[src/rtl/gt_share_arbiter.sv]
`default_nettype none
// ============================================================================
// Module      : gt_share_arbiter
// Description : Round-robin time-share controller for one external,
//               purely combinational WIDTH-bit greater-than comparator.
//               Four requesters compete. The winner's operand pair is latched
//               onto cmp_a/cmp_b and held for SETTLE_CYCLES cycles. Then
//               cmp_agtb is captured into result[i] and done[i] pulses for
//               one cycle.
// Ports       : clk        - system clock, rising edge
//               reset_n    - synchronous active-low reset
//               req[3:0]   - per-requester request level
//               a_flat     - operand a of requester i at [i*WIDTH +: WIDTH]
//               b_flat     - operand b of requester i at [i*WIDTH +: WIDTH]
//               gnt[3:0]   - one-hot grant, high while operands are on the bus
//               done[3:0]  - one-cycle result-valid pulse
//               result[3:0]- sticky per-requester (a_i > b_i)
//               busy       - high whenever the FSM is not idle
//               cmp_a/cmp_b- registered operands to the comparator
//               cmp_agtb   - comparator result (combinational from cmp_a/b)
// Revision    : 1.0 - initial release
// ============================================================================
module gt_share_arbiter #(
    parameter int WIDTH         = 2,
    parameter int SETTLE_CYCLES = 1    // legal range 1..15
) (
    input  logic                 clk,
    input  logic                 reset_n,
    input  logic [3:0]           req,
    input  logic [4*WIDTH-1:0]   a_flat,
    input  logic [4*WIDTH-1:0]   b_flat,
    output logic [3:0]           gnt,
    output logic [3:0]           done,
    output logic [3:0]           result,
    output logic                 busy,
    output logic [WIDTH-1:0]     cmp_a,
    output logic [WIDTH-1:0]     cmp_b,
    input  logic                 cmp_agtb
);

    localparam logic [1:0] S_IDLE  = 2'd0;
    localparam logic [1:0] S_ISSUE = 2'd1;
    localparam logic [1:0] S_RESP  = 2'd2;

    // Counter load value: the capture happens on the edge where the
    // counter is already zero, so load one less than the hold time.
    localparam logic [3:0] C_SETTLE_LOAD = 4'(SETTLE_CYCLES - 1);

    // ------------------------------------------------------------------
    // Registered state
    // ------------------------------------------------------------------
    logic [1:0]       r_state;
    logic [3:0]       r_cnt;
    logic [1:0]       r_ptr;     // last requester served
    logic [1:0]       r_idx;     // requester currently being served
    logic [3:0]       r_gnt;
    logic [3:0]       r_done;
    logic [3:0]       r_result;
    logic             r_busy;
    logic [WIDTH-1:0] r_cmp_a;
    logic [WIDTH-1:0] r_cmp_b;

    // ------------------------------------------------------------------
    // Operand unpacking
    // ------------------------------------------------------------------
    logic [WIDTH-1:0] w_a [4];
    logic [WIDTH-1:0] w_b [4];

    generate
        for (genvar g = 0; g < 4; g++) begin : g_unpack
            assign w_a[g] = a_flat[g*WIDTH +: WIDTH];
            assign w_b[g] = b_flat[g*WIDTH +: WIDTH];
        end
    endgenerate

    // ------------------------------------------------------------------
    // Round-robin pick: search ptr+1, ptr+2, ptr+3, ptr (mod 4). The
    // 2-bit addition wraps naturally, so no explicit modulo is needed.
    // ------------------------------------------------------------------
    logic       w_found;
    logic [1:0] w_pick;
    logic [1:0] w_cand;

    always_comb begin
        w_found = 1'b0;
        w_pick  = r_ptr;
        w_cand  = r_ptr;
        for (int k = 1; k <= 4; k++) begin
            w_cand = r_ptr + 2'(k);
            if (!w_found && req[w_cand]) begin
                w_found = 1'b1;
                w_pick  = w_cand;
            end
        end
    end

    logic [3:0] w_pick_onehot;
    logic [3:0] w_idx_onehot;

    assign w_pick_onehot = 4'b0001 << w_pick;
    assign w_idx_onehot  = 4'b0001 << r_idx;

    // ------------------------------------------------------------------
    // Control FSM
    // ------------------------------------------------------------------
    always_ff @(posedge clk) begin
        if (!reset_n) begin
            r_state  <= S_IDLE;
            r_cnt    <= 4'd0;
            r_ptr    <= 2'd3;         // requester 0 wins first
            r_idx    <= 2'd0;
            r_gnt    <= 4'd0;
            r_done   <= 4'd0;
            r_result <= 4'd0;
            r_busy   <= 1'b0;
            r_cmp_a  <= '0;
            r_cmp_b  <= '0;
        end else begin
            case (r_state)
                S_IDLE: begin
                    if (w_found) begin
                        // Operands are sampled only here; later changes on
                        // a_flat/b_flat cannot disturb the comparison.
                        r_cmp_a <= w_a[w_pick];
                        r_cmp_b <= w_b[w_pick];
                        r_idx   <= w_pick;
                        r_gnt   <= w_pick_onehot;
                        r_cnt   <= C_SETTLE_LOAD;
                        r_busy  <= 1'b1;
                        r_state <= S_ISSUE;
                    end
                end

                S_ISSUE: begin
                    // A dropped req does not abort: the slot always completes.
                    if (r_cnt != 4'd0) begin
                        r_cnt <= r_cnt - 4'd1;
                    end else begin
                        r_result[r_idx] <= cmp_agtb;
                        r_done          <= w_idx_onehot;
                        r_gnt           <= 4'd0;
                        r_ptr           <= r_idx;
                        r_state         <= S_RESP;
                    end
                end

                S_RESP: begin
                    // One dead cycle: no arbitration while done is shown.
                    r_done  <= 4'd0;
                    r_busy  <= 1'b0;
                    r_state <= S_IDLE;
                end

                default: begin
                    r_gnt   <= 4'd0;
                    r_done  <= 4'd0;
                    r_busy  <= 1'b0;
                    r_state <= S_IDLE;
                end
            endcase
        end
    end

    assign gnt    = r_gnt;
    assign done   = r_done;
    assign result = r_result;
    assign busy   = r_busy;
    assign cmp_a  = r_cmp_a;
    assign cmp_b  = r_cmp_b;

endmodule
`default_nettype wire

[config.mk]
export PLATFORM = sky130hd
export DESIGN_NAME = gt_share_arbiter
export DESIGN_NICKNAME = d
export VERILOG_FILES = /design/src/rtl/gt_share_arbiter.sv
export SDC_FILE = /design/constraint.sdc
export NUM_CORES = 1
export LEC_CHECK = 0
export BUFFER_PORTS_ARGS = -buffer_cell sky130_fd_sc_hd__buf_2
export CORE_MARGIN = 2
export CORE_UTILIZATION = 45
export CTS_CLUSTER_DIAMETER = 120
export CTS_CLUSTER_SIZE = 28
export DETAILED_ROUTE_END_ITERATION = 10
export GPL_ROUTABILITY_DRIVEN = 0
export PLACE_DENSITY = 0.71
export SKIP_LAST_GASP = 1
export SLEW_MARGIN = 15
export SYNTH_ARGS = -nofsm -noshare
export SYNTH_HDL_FRONTEND = slang
export SYNTH_SLANG_ARGS = --single-unit
[constraint.sdc]
create_clock -name clk -period 2.7 [get_ports clk]
set_clock_uncertainty 0.05 [all_clocks]
set_input_delay 0.135 -clock clk [delete_from_list [all_inputs] [get_ports clk]]
set_output_delay 0.135 -clock clk [all_outputs]
set_load 0.01 [all_outputs]
Word-level counts from Yosys, hierarchy flattened
Index checks and enable logic that the tools add are counted.
{ "classes": {"n_addsub": 4, "n_mul": 0, "div": 0, "magnitude_cmp": 7, "eq_ne": 5, "shifts": 2, "muxes": 38, "bitwise_logic": 5, "n_reduce_logical": 17} }
{ "op_table": {"columns": ["op", "n"], "rows": [
  ["two-way mux 2 bit", 10],
  ["two-way mux 4 bit", 5],
  ["case mux 4 bit (2 select lines)", 2],
  ["< comparator 2 x 3 -> 1 bit, second input constant", 5],
  ["case mux 4 bit (3 select lines)", 1],
  ["two-way mux 1 bit", 10],
  ["AND reduction 2 bit", 5],
  ["binary-select mux 1 bit (select 2 bit)", 4],
  ["binary-select mux 2 bit (select 2 bit)", 2],
  ["left shift 1 x 2 -> 4 bit, first input constant", 2],
  ["!= test 2 bit, second input constant", 3],
  ["AND reduction 3 bit", 2],
  ["adder 2 bit, second input constant", 2],
  ["bitwise mux 4 bit", 1],
  ["logical AND 1 bit", 4],
  ["inverter 1 bit", 4],
  ["case mux 2 bit (2 select lines)", 1],
  ["nonzero test 4 bit", 1],
  ["subtractor 4 x 1 -> 4 bit, second input constant", 1],
  [">= comparator 3 bit, second input constant", 1],
  ["zero test 1 bit", 3],
  ["inverter 2 -> 3 bit", 1],
  ["adder 2 x 1 -> 2 bit, second input constant", 1],
  ["demux 1 bit (select 2 bit)", 1],
  ["other kinds (6)", 6]
]} }
{ "totals": {"reg_bits": 27, "latchBits": 0, "ram_bits": 0, "rom_bits": 0, "inputBits": 23, "output_inout_bits": 17, "elab_cells": 88, "mem_count": 0} }

Logic depth before layout (Yosys ltp)
Gate-level depths: netlist of run 1.
{ "logic_depth": {"depth_word": 17, "depth_mapped": 7, "mapped_depth_nobuf": 7} }

Worst setup path after synthesis of run 1
OpenSTA, ideal clock, no wires.
{ "synth_path": {"path_type": "register to register", "startpoint": "reg r_cnt[0]", "endpoint": "reg r_cnt[3]", "setup_time_ns": 0.115, "arrival_ns": 1.584, "required_time_ns": 2.535, "path_slack_ns": 0.951, "path_stages_with_launch": 8, "path_buffers": 0, "period_less_slack_ns": 1.749, "path_cell_list": "dfxtp_1 > inv_1 > ha_1 > or3b_1 > nand2_1 > a2111oi_4 > xnor2_1 > nor2_1"} }
{ "synth_between": {"elab_chain_cells": 3, "elab_cells_between_ends": 6, "cone_classes": "add/sub (1); eq/ne (1); mux (2); reduce/logical (2)"} }
{ "synth_lines": {"columns": ["element", "line", "rtl"], "rows": [
  ["start, declared", "53", "logic [3:0] r_cnt;"],
  ["start signal, assigned", "137", "r_cnt <= r_cnt - 4'd1;"],
  ["subtractor 4 x 1 -> 4 bit or nonzero test 4 bit (tied branches)", "137, 136", null],
  ["two-way mux 4 bit or != test 2 bit (tied branches)", null, null],
  ["case mux 4 bit (2 select lines) or AND reduction 3 bit (tied branches)", null, null]
]} }
Parallel ways exist; a longest one is shown, timed or not. The select of a mux whose other input is x is not followed.
A chain may end at the register's enable or synchronous reset.

Worst setup path after layout of run 1
Ends and elaborated chain as after synthesis.

==> out/summary.txt, run 1 <==
status: completed
CTS Hold Bufs: 0
Area Growth Syn to Fin: 17.9%
ANT cells: 0
Final Setup Violations: 0
Leak: 0.730 nW
# DRC: 0
CP Capture Type: register
initial antenna violation count: 0
M3 GR Usage: 2.81%
Synth Area in Compound Gates: 23.6%
WL final: 3.04 mm
setup bufs post-CTS: 0
IO Port Bufs: 39
Clk pin slew, worst setup/hold paths: 150 ps
critical path data arrival time: 2090 ps
fin nets: 216
met2 usage: 31.1%
WP data required: 2880 ps
htree depth: 1
period utilization: 70.4%
VDD IR-drop max: 0.000452 V
internal reg-to-reg setup slack: 800 ps
startpoint type of the worst setup path: register
Resize count post-CTS: 0
mux cell area share after synthesis: 5.62%
max cap viols: 0
global route total overflow: 0
RSZ-0062 raised after global routing: false
Die Ht: 60.3 um
Max Fclk: 0.526 GHz
core region area: 3030 um^2
Final Max Slew Viols: 0
wire per inst: 13.0 um
Worst slew margin: 64.8%
Max Root-Sink Buffers: 2
Logic pwr share: 46.6%
clock sink total: 27
worst slew pin tran: 525 ps
Synth Area in Adders: 1.76%
Flop pwr share: 41.1%
detailed-route via count: 1229
vias in the first global route: 1109
worst hold start: a_flat[7]
# rows: 20
Seq/Total Area, Yosys: 37.9%
crit path kind: register to register
first-pass GRT wire length: 4.84 mm
Worst Hold Class: input pin to register
WHS Path Cells: 3
P per Cell Area: 857 nW/um^2
post-synthesis xor/xnor area fraction: 1.23%
initial core utilization: 47.1%
die area: 3630 um^2
die span in x: 60.3 um
maximum fanout along the worst path: 6
CTS tree: done
GR Layer Usage met1: 21.6%
vias per inst: 5.25
crit path time final: 1900 ps
post-detail-place hpwl: 2.40 mm
largest family of logic cells by synthesized area: simple AND/OR/NAND/NOR gates
CTS Root Cell: clkbuf_4
Synth Register Bits: 27
clock power share: 12.3%
Synth Cell Area: 1430 um^2
Synth Area in Simple Gates: 26.5%
largest net degree at the start of global routing: 23
gr busiest metal: met2
Total Routing Usage GR: 17.8%
post-synth net total: 177
final antenna-violating net count: 0
share of cells above drive strength 1: 33.2%
io pins: 40
number of fill cells: 293
reg-to-reg critical path startpoint: r_cnt[0]
Avg Inst Size Synth: 9.38 um^2
Pint: 0.000857 W
CTS Buf Count: 3
yosys warns: 0
FF-to-FF End: r_cnt[3]
Worst R2R Path Depth: 7
Syn Inst Count: 152
Fin. Hold Viols: 0
Pre-antenna DRT Iters: 4
sw frac: 40.5%
NetSw: 0.000583 W
Final Util: 55.5%
post-synthesis cell type count: 44
DRT iter0 DRCs: 62
Skew-Pair Late Insertion Delay: 320 ps
setup TNS: 0 ps
hold endpoint: cmp_a[1]
-- worst max path at each step --
stage               startpoint  endpoint  slack [ps]  cells after the start
floorplan             r_cnt[0]  r_cnt[3]         950                      7
global placement      r_cnt[0]  r_cnt[3]         900                      7
detailed placement    r_cnt[0]  r_cnt[3]         810                      7
global route          r_cnt[0]  r_cnt[0]         640                      7
finish                r_cnt[0]  r_cnt[3]         800                      7
CTS                   r_cnt[0]  r_cnt[3]         780                      7
-- state kept, by name, summed over array words and instances (netlist names) --
signal and count:
done 4, gnt 4, r_cnt 4, result 4, cmp_a 2, cmp_b 2
r_idx 2, r_ptr 2, r_state 2, busy 1
-- logic make-up (layout without fill, tap and decap cells) --
logic type	count (synthesis)	count (layout)
and+or+nand+nor	64	64
xor gates and xnor gates	2	2
AOI/OAI and AO/OA	38	38
adders and majority gates	2	2
DFF	27	27
buffers and inverters	11	49
muxes	8	8
-- cell usage after synthesis (all sizes together) --
cell     instances  area share (%)
a2111oi          1             1.9
a21bo            4             2.8
a21o             3             1.6
nor2             7             2.0
nor3b            1            0.53
or3              1            0.79
inv              6             1.6
dfxtp           27              38
a31oi            1             1.5
xnor2            2             1.2
or2              2            0.88
o21a             1            0.53
nand2           13             3.4
nor4             2             1.3
nand3b           3             1.6
a21boi           5             2.6
a32oi            3             1.8
or3b             1            0.61
mux2i            8             5.6
nand3            5             1.8
clkbuf           1            0.26
nand2b           8             3.5
nand4            4             1.8
a211oi           1            0.53
o21ai            4             1.4
and2             2            0.88
o31ai            4             2.1
buf              4             1.5
o211ai           4             3.5
a21oi            7             3.2
and3b            1            0.61
nor3             5             2.9
ha               2             1.8
nor2b            9             4.0
-- cells in the final DEF, fill, tap and decap left out, types with 5 or more instances in the layout --
cell / synthesis / layout
nor2b_1: 9 / 9
a21boi_1: 5 / 5
dfxtp_1: 27 / 27
nand2_1: 13 / 13
nor2_1: 6 / 6
buf_2: 2 / 39
nand3_1: 5 / 5
nand2b_1: 8 / 8
inv_1: 5 / 5
mux2i_1: 8 / 8
-- stage by stage --
stage	total power (W)	area [um^2]	worst slack, ps	hold slack, ps	instances
finish	0.00144	1680	798	51.1	234
global route	0.00155	1680	642	40.2	234
CTS	0.00145	1680	780	47.0	234
detailed placement	0.00128	1650	813	396	230
global placement	0.00124	1650	901	389	230
floorplan	0.00110	1430	951	231	152
-- power by group through the flow --
stage | clock network [W] | registers, W | logic, W
after floorplan | 0 | 0.000600 | 0.000505
after global placement | 0 | 0.000593 | 0.000649
after detailed placement | 0 | 0.000602 | 0.000675
after CTS | 0.000183 | 0.000593 | 0.000677
after global routing | 0.000201 | 0.000609 | 0.000743
final | 0.000177 | 0.000593 | 0.000671
-- metal layers --
metal  routed length [um]  part of all wire, %  vias up
met1                 1380                   45      573
met4                   27                 0.89        0
li1                     -                    -      619
met2                 1490                   49       33
met3                  148                  4.9        4
met5                    0                    0        -
-- worst max-delay path: stages (launching register included) --
cell       delay, ps
dfxtp_1          420
inv_1            100
ha_1             190
or3b_1           290
nand2_1          170
a2111oi_4        390
xnor2_1          150
nor2_1            50
-- final cells by class --
class | instances | area (um^2) | share of cell area, %
repair buffers | 39 | 195 | 11.6
inverters | 6 | 22.5 | 1.34
clock buffers | 3 | 22.5 | 1.34
flip-flops and latches | 27 | 541 | 32.2
clock inverters | 1 | 7.51 | 0.447
well taps | 44 | 55.1 | 3.28
multi-input cells | 114 | 837 | 49.8
Power figures use the tool's default switching activity.
==> inputs of run 2 (changes only) <==
--- a/config.mk
+++ b/config.mk
@@ -5,6 +5,7 @@
 export SDC_FILE = /design/constraint.sdc
 export NUM_CORES = 1
 export LEC_CHECK = 0
+export ABC_AREA = 1
 export BUFFER_PORTS_ARGS = -buffer_cell sky130_fd_sc_hd__buf_2
 export CORE_MARGIN = 2
 export CORE_UTILIZATION = 45
==> constraint.sdc (replaced) <==
create_clock -name clk -period 1.9 [get_ports clk]
set_clock_uncertainty 0.05 [all_clocks]
set_input_delay 0.095 -clock clk [delete_from_list [all_inputs] [get_ports clk]]
set_output_delay 0.095 -clock clk [all_outputs]
set_load 0.01 [all_outputs]
==> run 2 against run 1 <==
  * Die area up 6.5%
  * First-iteration DRC count rose by 39%
  * Routed wire length grew 6.0%
  * Critical path type unchanged
  * Largest cell class unchanged
==> out/summary.txt, run 2 <==
cell chain of the critical path: inv_2 > nand2_1 > nand2_2 > nand2_1 > nand2_2 > inv_4 > nand3_2 > inv_2 > nand2_1 > nand2_2 > nand3_1 > nand3_1 > nand2_1
Synth Area in Adders: 1.64%
critical path data arrival time: 1860 ps
Synth Area in Compound Gates: 10.3%
global route total overflow: 0
htree depth: 1
Max Fclk: 0.599 GHz
critical-path cell with the highest stage delay: dfxtp_1
commonest cells in the netlist: 67 x nand2_1, 27 x dfxtp_1, 27 x nand3_1
initial core utilization: 46.4%
gr busiest metal: met2
Final Setup Violations: 0
post-synthesis xor/xnor area fraction: 0.575%
Post-DP Area: 1780 um^2
number of flops mapped to enable cells by yosys: 0
met2 usage: 32.7%
Synth Cell Area: 1520 um^2
Avg Inst Size Synth: 6.77 um^2
share of cells above drive strength 1: 28.0%
Critical path buffers and inverters: 3
most used cell, CP: nand2_1
maximum fanout along the worst path: 7
Synth Area in Simple Gates: 42.4%
WL final: 3.23 mm
detailed-route via count: 1493
Synth area leaders: dfxtp_1 35%, nand2_1 17%, nand3_1 8.9%, inv_1 6.4%, nand2_2 4.5%
WP data required: 2090 ps
Max Root-Sink Buffers: 2
DRT iter0 DRCs: 86
ANT cells: 0
Worst Hold Class: input pin to register
io pins: 40
Post-synth top flop: dfxtp_1
die span in x: 62.2 um
crit path kind: register to register
post-synth top area cell: dfxtp_1
leading cell type in the layout, fill and taps excluded: nand2_1
M3 GR Usage: 4.89%
startpoint type of the worst setup path: register
die area: 3870 um^2
CTS tree: done
max cap viols: 0
CP top delay family: simple AND/OR/NAND/NOR gates
Final Cell Area: 1830 um^2
largest net degree at the start of global routing: 15
mux cell area share after synthesis: 0%
Pre-antenna DRT Iters: 4
Final Max Slew Viols: 0
RSZ-0062 raised after global routing: false
initial antenna violation count: 0
Area Growth Syn to Fin: 20.0%
Synth top area share: 35.5%
fin nets: 297
CTS Root Cell: clkbuf_4
crit path time final: 1670 ps
setup TNS: 0 ps
Leak: 0.952 nW
Clk pin slew, worst setup/hold paths: 140 ps
post-detail-place hpwl: 2.54 mm
Skew-Pair Late Insertion Delay: 320 ps
vias per inst: 4.71
CP Capture Type: register
post-synth net total: 250
wire per inst: 10.2 um
# DRC: 0
Die Ht: 62.2 um
period utilization: 87.9%
core region area: 3280 um^2
IO Port Bufs: 39
clock sink total: 27
vias in the first global route: 1436
# rows: 21
Total Routing Usage GR: 17.7%
Fin. Hold Viols: 0
commonest non-fill, non-tap cells in the layout: 67 x nand2_1, 39 x buf_2, 27 x nand3_1
asr flop ratio synth: 0%
Syn Inst Count: 225
final antenna-violating net count: 0
largest family of logic cells by synthesized area: simple AND/OR/NAND/NOR gates
internal reg-to-reg setup slack: 230 ps
setup bufs post-CTS: 0
P per Cell Area: 1940 nW/um^2
count leader, synth: nand2_1
yosys warns: 0
Crit path largest cell delay: 470 ps
Synth Register Bits: 27
worst slew pin tran: 482 ps
CTS Buf Count: 3
Worst slew margin: 67.5%
VDD IR-drop max: 0.000883 V
Seq/Total Area, Yosys: 35.5%
first-pass GRT wire length: 5.69 mm
post-synthesis cell type count: 25
status: completed
GR Layer Usage met1: 20.5%
run 2: cell types whose count changed after synthesis, moves of 8 or more:
cell	delta
a21oi_1	+8
inv_1	+21
mux2i_1	-8
nand2_1	+54
nand2_2	+11
nand2b_1	-8
nand3_1	+22
nor2_1	+12
nor2b_1	-9
run 2: final timing paths:
| path | from | cells after the start | endpoint |
|---|---|---|---|
| max | r_ptr[1] | 13 | cmp_a[1] |
| min | b_flat[4] | 5 | cmp_b[0] |
| max reg2reg | r_ptr[1] | 13 | cmp_a[1] |
| min reg2reg | result[0] | 2 | result[0] |
run 2: through the flow:
stage	power, W	util (%)	setup slack, ps	std cells	hold WS (ps)
global route	0.00399	55.7	37.2	317	35.0
CTS	0.00359	55.6	137	317	36.0
detailed placement	0.00334	54.2	160	311	331
finish	0.00355	55.7	230	317	39.1
floorplan	0.00281	-	414	225	144
global placement	0.00331	54.2	171	311	330
run 2: tightest hold or removal path, cell delays in order:
cell and delay [ps]:
buf_2 80, nand2_1 40, nand3_1 70, nand3_1 60, nand2_1 50
run 2: what timing repair did:
action	4_1_cts	5_1_grt
hold buffers	2	0
gates resized for setup	0	1
endpoints found under the setup margin	0	3
hold endpoints to repair	3	0
run 2: logic make-up (layout without fill, tap and decap cells):
| kind of cell | count (synthesis) | count (layout) |
|---|---|---|
| xor gates and xnor gates | 1 | 1 |
| and+or+nand+nor | 136 | 136 |
| adders and majority gates | 2 | 2 |
| buffers and inverters | 33 | 79 |
| AOI/OAI and AO/OA | 26 | 26 |
| DFF | 27 | 27 |
run 2: layout make-up:
class | count | area [um^2]
clock buffers | 4 | 26.3
fillers | 345 | 1460
inverters | 30 | 120
multi-input cells | 165 | 837
flip-flops and latches | 27 | 542
well taps | 46 | 57.6
repair buffers | 45 | 245
run 2: routing by layer:
layer,wire [um],up-vias
li1,-,804
met1,1490,651
met2,1520,36
met3,190,2
met4,19,0
met5,0,-
run 2: power breakdown:
part           internal [W]  total [W]  switching (W)
Combinational      0.000841    0.00240        0.00156
Sequential         0.000775   0.000909       0.000134
Clock             0.0000822   0.000246       0.000164
==> inputs of run 3 (changes only) <==
--- a/config.mk
+++ b/config.mk
@@ -7,13 +7,15 @@
 export LEC_CHECK = 0
 export ABC_AREA = 1
 export BUFFER_PORTS_ARGS = -buffer_cell sky130_fd_sc_hd__buf_2
+export CELL_PAD_IN_SITES_DETAIL_PLACEMENT = 1
+export CELL_PAD_IN_SITES_GLOBAL_PLACEMENT = 1
 export CORE_MARGIN = 2
-export CORE_UTILIZATION = 45
+export CORE_UTILIZATION = 36
 export CTS_CLUSTER_DIAMETER = 120
 export CTS_CLUSTER_SIZE = 28
 export DETAILED_ROUTE_END_ITERATION = 10
 export GPL_ROUTABILITY_DRIVEN = 0
-export PLACE_DENSITY = 0.71
+export PLACE_DENSITY = 0.79
 export SKIP_LAST_GASP = 1
 export SLEW_MARGIN = 15
 export SYNTH_ARGS = -nofsm -noshare
==> run 3 against run 2 <==
  * Worst hold slack gained 17 ps
  * Sequential share of layout area decreased by 0.13 points
  * First-iteration DRC count shrank 36%
  * Sequential power increased by 2%
==> out/summary.txt, run 3 (synthesis gave the netlist of run 2 again) <==
Leak: 0.956 nW
Skew-Pair Late Insertion Delay: 270 ps
CP Capture Type: register
WHS Path Cells: 2
# rows: 23
WL final: 3.89 mm
wire per inst: 12.1 um
# DRC: 0
Worst slew margin: 59.1%
first-pass GRT wire length: 6.85 mm
cell chain of the critical path: inv_1 > ha_1 > nand2_1 > inv_1 > o21ai_0 > nand3_1 > a21oi_1
core region area: 4030 um^2
sw frac: 52.3%
setup bufs post-CTS: 0
internal reg-to-reg setup slack: 160 ps
initial antenna violation count: 0
hold endpoint: r_ptr[1]
VDD IR-drop max: 0.000840 V
CTS Root Cell: clkbuf_8
CTS tree: done
Worst R2R Path Depth: 7
P per Cell Area: 2040 nW/um^2
worst slew pin tran: 607 ps
leading cell type in the layout, fill and taps excluded: nand2_1
total chip power: 0.00375 W
fin nets: 296
Logic pwr share: 66.6%
Crit path largest cell delay: 490 ps
IO Port Bufs: 39
initial core utilization: 37.8%
period utilization: 91.4%
Fin. Hold Viols: 0
post-detail-place hpwl: 3.12 mm
Worst Hold Class: input pin to register
maximum fanout along the worst path: 5
startpoint type of the worst setup path: register
max cap viols: 0
number of fill cells: 569
die span in x: 69.1 um
worst hold start: reset_n
crit path kind: register to register
Area Growth Syn to Fin: 20.8%
Pint: 0.00179 W
CTS Buf Count: 3
clock power share: 8.7%
Final Util: 45.7%
vias per inst: 4.81
io pins: 40
detailed-route via count: 1538
NetSw: 0.00196 W
Total Routing Usage GR: 17.2%
share of cells above drive strength 1: 28.9%
commonest non-fill, non-tap cells in the layout: 67 x nand2_1, 39 x buf_2, 27 x nand3_1
htree depth: 1
Max Fclk: 0.576 GHz
Die Ht: 69.1 um
largest net degree at the start of global routing: 15
reg-to-reg critical path startpoint: r_cnt[0]
critical path data arrival time: 1900 ps
final antenna-violating net count: 0
setup TNS: 0 ps
crit path time final: 1740 ps
vias in the first global route: 1590
global route total overflow: 0
DRT iter0 DRCs: 55
Flop pwr share: 24.7%
Final Setup Violations: 0
Max Root-Sink Buffers: 2
FF-to-FF End: gnt[2]
CTS Hold Bufs: 0
worst hold margin: 55.8 ps
Final Max Slew Viols: 0
Clk pin slew, worst setup/hold paths: 90 ps
Pre-antenna DRT Iters: 4
status: completed
die area: 4770 um^2
clock sink total: 27
critical-path cell with the highest stage delay: o21ai_0
RSZ-0062 raised after global routing: false
ANT cells: 0
WP data required: 2060 ps
most used cell, CP: inv_1
run 3: timing repair:
| action | 4_1_cts | 5_1_grt |
|---|---|---|
| resized for setup | 0 | 2 |
| endpoints found under the setup margin | 0 | 10 |
| hold endpoints to repair | 0 | 0 |
run 3: metal layers:
layer  part of all wire (%)  routed length (um)  vias up  track usage (%)
li1                       -                   -      799                -
met1                     47                1810      706             21.7
met2                     48                1860       29             30.1
met3                    4.5                 173        4             3.65
met4                    1.0                  40        0             3.70
met5                      0                   0        -                0
run 3: power by group through the flow:
stage / clock, W / sequential, W / combinational [W]
floorplan: 0 / 0.000942 / 0.00187
global placement: 0 / 0.000927 / 0.00245
detailed placement: 0 / 0.000930 / 0.00252
CTS: 0.000336 / 0.000921 / 0.00255
global route: 0.000363 / 0.000955 / 0.00288
finish: 0.000326 / 0.000925 / 0.00250
run 3: area by class of cell:
| class | instances | area, um^2 | share of cell area, % |
|---|---|---|---|
| tap | 50 | 62.6 | 3.40 |
| multi-input combinational | 165 | 837 | 45.5 |
| sequential | 27 | 543 | 29.5 |
| timing repair buffer | 44 | 233 | 12.6 |
| clock buffer | 4 | 45.0 | 2.45 |
| inverter | 30 | 120 | 6.53 |
run 3: how the worst max path moves through the flow:
stage                    end     start  slack [ps]  cells after the start
finish                gnt[2]  r_cnt[0]         160                      7
floorplan           cmp_a[0]  r_ptr[0]         410                     14
global placement    cmp_b[0]  r_ptr[0]         150                     12
global route        cmp_b[1]  r_ptr[0]          20                     12
CTS                 cmp_b[1]  r_ptr[0]          70                     12
detailed placement  cmp_b[1]  r_ptr[0]          90                     12
run 3: worst max-delay path: cells and delay by family, from the launching register on:
kind	cells	cell delay, ps
compound gates	2	670
fa+ha+maj	1	210
buf+inv	2	170
simple gates	2	250
flops	1	330
run 3: through the flow:
step	std cells	cell area [um^2]	worst slack [ps]
6_report	320	1840	163
5_1_grt	320	1840	18.5
4_1_cts	320	1840	72.6
3_5_place_dp	316	1790	89.7
3_3_place_gp	316	1790	148
2_1_floorplan	225	1520	414
